## config.mk

```make
export PLATFORM = sky130hd
export DESIGN_NAME = fir_channel_scheduler
export DESIGN_NICKNAME = d
export VERILOG_FILES = /design/src/rtl/fir_channel_scheduler.sv
export SDC_FILE = /design/constraint.sdc
export NUM_CORES = 2
export LEC_CHECK = 0
export CAP_MARGIN = 20
export CORE_MARGIN = 2
export CORE_UTILIZATION = 40
export DETAILED_ROUTE_END_ITERATION = 10
export GPL_TIMING_DRIVEN = 0
export PLACE_DENSITY = 0.52
export SYNTH_ARGS = -nofsm -noshare
export SYNTH_HDL_FRONTEND = slang
export SYNTH_SLANG_ARGS = --single-unit
export TNS_END_PERCENT = 30
```

## constraint.sdc

```tcl
create_clock -name clk -period 10.8 [get_ports clk]
set_input_delay 2.16 -clock clk [delete_from_list [all_inputs] [get_ports clk]]
set_output_delay 2.16 -clock clk [all_outputs]
set_load 0.05 [all_outputs]
```

## src/rtl/fir_channel_scheduler.sv

```systemverilog
// Serial MAC FIR engine time-shared across NUM_CH channels with per-channel
// delay lines, shared coefficients, round-robin input arbitration and a tagged result port.
module fir_channel_scheduler #(
    parameter int unsigned NUM_CH = 4,
    parameter int unsigned TAPS   = 8,
    parameter int unsigned DW     = 16,
    parameter int unsigned CW     = 16,
    parameter int unsigned OW     = 32
) (
    input  logic                      clk,
    input  logic                      rst,
    input  logic [NUM_CH-1:0]         s_valid,
    input  logic [NUM_CH*DW-1:0]      s_data,
    output logic [NUM_CH-1:0]         s_ready,
    input  logic                      coef_we,
    input  logic [$clog2(TAPS)-1:0]   coef_addr,
    input  logic [CW-1:0]             coef_data,
    output logic                      m_valid,
    output logic [OW-1:0]             m_data,
    output logic [$clog2(NUM_CH)-1:0] m_ch,
    input  logic                      m_ready,
    output logic                      busy
);
    localparam int unsigned CHW = $clog2(NUM_CH);
    localparam int unsigned KW  = $clog2(TAPS);
    localparam int unsigned PW  = DW + CW;

    typedef enum logic [1:0] {IDLE, MAC, OUT} state_t;

    state_t                state;
    logic [CHW-1:0]        last_grant;
    logic [CHW-1:0]        ch_reg;
    logic [KW-1:0]         k;
    logic signed [OW-1:0]  acc;
    logic signed [CW-1:0]  coef [TAPS];
    logic signed [DW-1:0]  hist [NUM_CH][TAPS];

    logic                  grant_any;
    logic [CHW-1:0]        grant_idx;
    logic [CHW-1:0]        cand;
    logic signed [DW-1:0]  sample;
    logic signed [CW-1:0]  coef_sel;
    logic signed [DW-1:0]  hist_sel;
    logic signed [PW-1:0]  prod;
    logic signed [OW-1:0]  acc_next;

    // Round-robin search starting one past the last granted channel
    always_comb begin
        grant_any = 1'b0;
        grant_idx = last_grant;
        cand      = '0;
        for (int unsigned i = 1; i <= NUM_CH; i++) begin
            cand = last_grant + CHW'(i);
            if (!grant_any && s_valid[cand]) begin
                grant_any = 1'b1;
                grant_idx = cand;
            end
        end
    end

    assign s_ready = (state == IDLE && grant_any && !rst) ? (NUM_CH'(1) << grant_idx) : '0;
    assign busy    = (state != IDLE);
    assign sample  = s_data[32'(grant_idx)*DW +: DW];

    // Full-precision signed product, sign-extended into the accumulator
    assign coef_sel = coef[k];
    assign hist_sel = hist[ch_reg][k];
    assign prod     = PW'(coef_sel) * PW'(hist_sel);
    assign acc_next = acc + OW'(prod);

    always_ff @(posedge clk) begin
        if (rst) begin
            state      <= IDLE;
            last_grant <= CHW'(NUM_CH - 1);
            ch_reg     <= '0;
            k          <= '0;
            acc        <= '0;
            m_valid    <= 1'b0;
            m_data     <= '0;
            m_ch       <= '0;
            for (int unsigned t = 0; t < TAPS; t++) begin
                coef[t] <= '0;
                for (int unsigned c = 0; c < NUM_CH; c++) begin
                    hist[c][t] <= '0;
                end
            end
        end else begin
            if (coef_we) begin
                coef[coef_addr] <= coef_data;
            end
            case (state)
                IDLE: begin
                    if (grant_any) begin
                        for (int unsigned t = TAPS - 1; t > 0; t--) begin
                            hist[grant_idx][t] <= hist[grant_idx][t-1];
                        end
                        hist[grant_idx][0] <= sample;
                        acc        <= '0;
                        k          <= '0;
                        ch_reg     <= grant_idx;
                        last_grant <= grant_idx;
                        state      <= MAC;
                    end
                end
                MAC: begin
                    acc <= acc_next;
                    k   <= k + KW'(1);
                    if (k == KW'(TAPS - 1)) begin
                        m_data  <= acc_next;
                        m_ch    <= ch_reg;
                        m_valid <= 1'b1;
                        state   <= OUT;
                    end
                end
                OUT: begin
                    if (m_ready) begin
                        m_valid <= 1'b0;
                        state   <= IDLE;
                    end
                end
                default: state <= IDLE;
            endcase
        end
    end
endmodule

```

==> results.yml <==
layout:
  nNetsFinal: 4462
  regArea_um2: 20800
  multi_input_area_um2: 21600
  area_growth_pct: 14.4
  drive_gt1_share_pct: 10.5
  top_regs: "hist (512), coef (128)"
  largest_register_ffs: 512
  top_register: "hist"
  nFillCells: 10500
  final_cells: 5550
worst_setup_path:
  critPathMaxStageDelay_ns: 0.82
  crit_path_top_delay_cell: "mux2i_1"
  crit_top_cell: "fa_1"
  r2r_cells: 28
  cp_max_fo: 10
  cp_data_required_time_ns: 11.29
  arrival_ns: 10.95
  start_kind: "flop"
  critPathCaptureType: "flop"
  critPathKind: "flop to flop"
route:
  drt-initial-drc-count: 3550
  vias_per_cell: 5.90
  wl_mm: 166
  vias: 32700
  drc: 0
  antenna_left: 0
  firstDrtPassIters: 6
  post_drt_wl_per_cell_um: 29.9
timing:
  skew_ns: 0.0380
  fin_ws_ns: 0.345
  setup_viol: 0
  fmax_mhz: 95.6
  rsz0062_at_grt: "no"
  slew-limit-headroom_pct: 21.0
  tightest_slew_ns: 1.18
  fin_crit_sh_pct: 96.8
  fin_tns_setup_ns: 0
  whs_ns: 0.450
  maxSlewViolCount: 0
  timing.final.crit_period_ns: 10.45
  hold_viol_final: 0
synthesis:
  netlist_instances: 3726
  synth_ff_type: "edfxtp_1"
  syn-num-nets: 4209
  synth_edf_count: 640
  synth_seq_cells: 721
  yosysWarningCount: 0
  async_flop_share_pct: 0
  netlist_area_um2: 45000
  syn_avg_cell_area_um2: 12.1
  ys_seq_area_share_pct: 46.3
  ys_types: 61
floorplan:
  die_h_um: 340
  rows: 123
  die_w_um: 340
  boundaryPins: 131
  core_um2: 112000
  initial_core_util_pct: 40.2
  dieArea_um2: 115000
cts:
  cts_sinks: 721
  cts_root_buf: "clkbuf_16"
  cts_setup_buffers: 0
  cts_max_level: 3
  cts_tree: "built"
  clock_path_buffers: 3
  cts.repair.resized: 0
  clkTransAtPathRegs_ns: 0.06
  holdBufCountCts: 0
  numCtsBuffers: 83
  insertion_delay_ns: 0.68
grt:
  grt-ovfl-total: 0
  grt_pass1_vias: 33100
  grt_usage_pct: 28.5
  grt_pass1_wl_mm: 236
  grt_start_max_net_pins: 54
  antenna_found_initial: 6
min_path:
  holdPathStages: 2
  hold_class: "flop to flop"
run:
  max-cap-violations: 0
placement:
  place_congestion: 1.04
  port_buffers: 130
  place_ws_ns: 0.260
  place_inst: 5386
  dp_hpwl_mm: 126
outcome:
  status: "complete, no violations"
[placed cells by master (no fill, tap or decap), types with 23 or more instances in the layout]
cell type and instances:
edfxtp_1 640, nor4_1 514, nand2_1 385, inv_1 364, fa_1 292, clkbuf_1 280, nor2_1 213, mux4_2 188
mux2i_1 151, and2_1 131, clkdlybuf4s50_1 130, ha_1 100, clkbuf_16 86, dfxtp_1 81, a21oi_1 52, nand2b_1 35
buf_2 31, buf_1 27, xnor2_1 25, nor3_1 23
[final cells by class]
cell class | count | share of cell area (%)
Antenna cell | 5 | 0.0243
Buffer | 317 | 2.40
Clock buffer | 108 | 4.38
Clock inverter | 43 | 0.831
Inverter | 365 | 2.69
Multi-Input combinational cell | 2323 | 41.9
Sequential cell | 721 | 40.5
Tap cell | 1500 | 3.64
Timing Repair Buffer | 168 | 3.63
[cells by family after synthesis]
group	count (synthesis)	synth area share, %
compound gates	166	2.51
xor+xnor	35	0.681
fa+ha+maj	392	15.8
buf+inv	682	5.82
flops	721	46.3
mux	360	13.3
simple gates	1370	15.7
[worst max-delay path: cells and delay by family, from the launching register on]
family	cells	cell delay (ns)
AO/OA/AOI/OAI	6	1.81
adder cells (fa/ha/maj)	7	3.39
flip-flops	1	0.54
XOR/XNOR	1	0.29
multiplexers	3	1.72
buffers and inverters	9	2.30
AND/OR/NAND/NOR	2	0.21
[final timing paths]
| path | from | endpoint | slack, ns |
|---|---|---|---|
| hold / removal | m_data[5]$_SDFFE_PP0P_ | m_data[5]$_SDFFE_PP0P_ | 0.45 |
| setup / recovery | flop | m_data[24]$_SDFFE_PP0P_ | 0.35 |
| setup reg to reg | flop | m_data[24]$_SDFFE_PP0P_ | 0.35 |
| hold reg to reg | m_data[5]$_SDFFE_PP0P_ | m_data[5]$_SDFFE_PP0P_ | 0.45 |
[Yosys cell counts (3+ instances only)]
master / instances / share of area (%)
buf_1: 28 / 0.23
mux2i_1: 154 / 3.4
or3_1: 3 / 0.042
o21bai_1: 5 / 0.083
nor3_1: 23 / 0.26
and2_1: 131 / 1.8
o21ai_0: 20 / 0.22
dfxtp_1: 81 / 3.6
mux2_2: 17 / 0.43
or2_2: 26 / 0.36
nor2_1: 213 / 1.8
xnor2_1: 25 / 0.49
o21a_1: 8 / 0.13
nand2_1: 385 / 3.2
fa_1: 292 / 13
nand2b_1: 35 / 0.49
ha_1: 100 / 2.8
a211oi_1: 8 / 0.13
buf_2: 27 / 0.30
edfxtp_1: 640 / 43
clkbuf_1: 260 / 2.2
mux4_2: 188 / 9.4
a21oi_1: 52 / 0.58
inv_1: 364 / 3.0
xor2_1: 10 / 0.19
a22o_1: 9 / 0.18
nand3b_1: 6 / 0.10
a211o_1: 3 / 0.058
nor4_1: 515 / 7.2
nor3b_1: 6 / 0.10
nand3_1: 13 / 0.14
o22ai_1: 3 / 0.042
nor2b_1: 6 / 0.083
a21boi_0: 3 / 0.050
a21o_1: 8 / 0.13
a22oi_1: 21 / 0.35
o31ai_1: 8 / 0.13
[layer usage]
metal	track usage (%)	share of wire [%]
met1	35.7	38
met5	0	0.015
met4	14.7	5.9
met3	5.84	8.1
met2	46.9	48
[metrics by stage]
step,utilization (%),cell area (um2)
5_1_grt,46.0,51500
3_3_place_gp,43.0,48200
6_report,46.0,51500
2_1_floorplan,-,45000
3_5_place_dp,43.5,48700
4_1_cts,45.9,51400
Power is not shown: default switching activity piles up to over one toggle a cycle in this logic, so the estimate is an artifact.
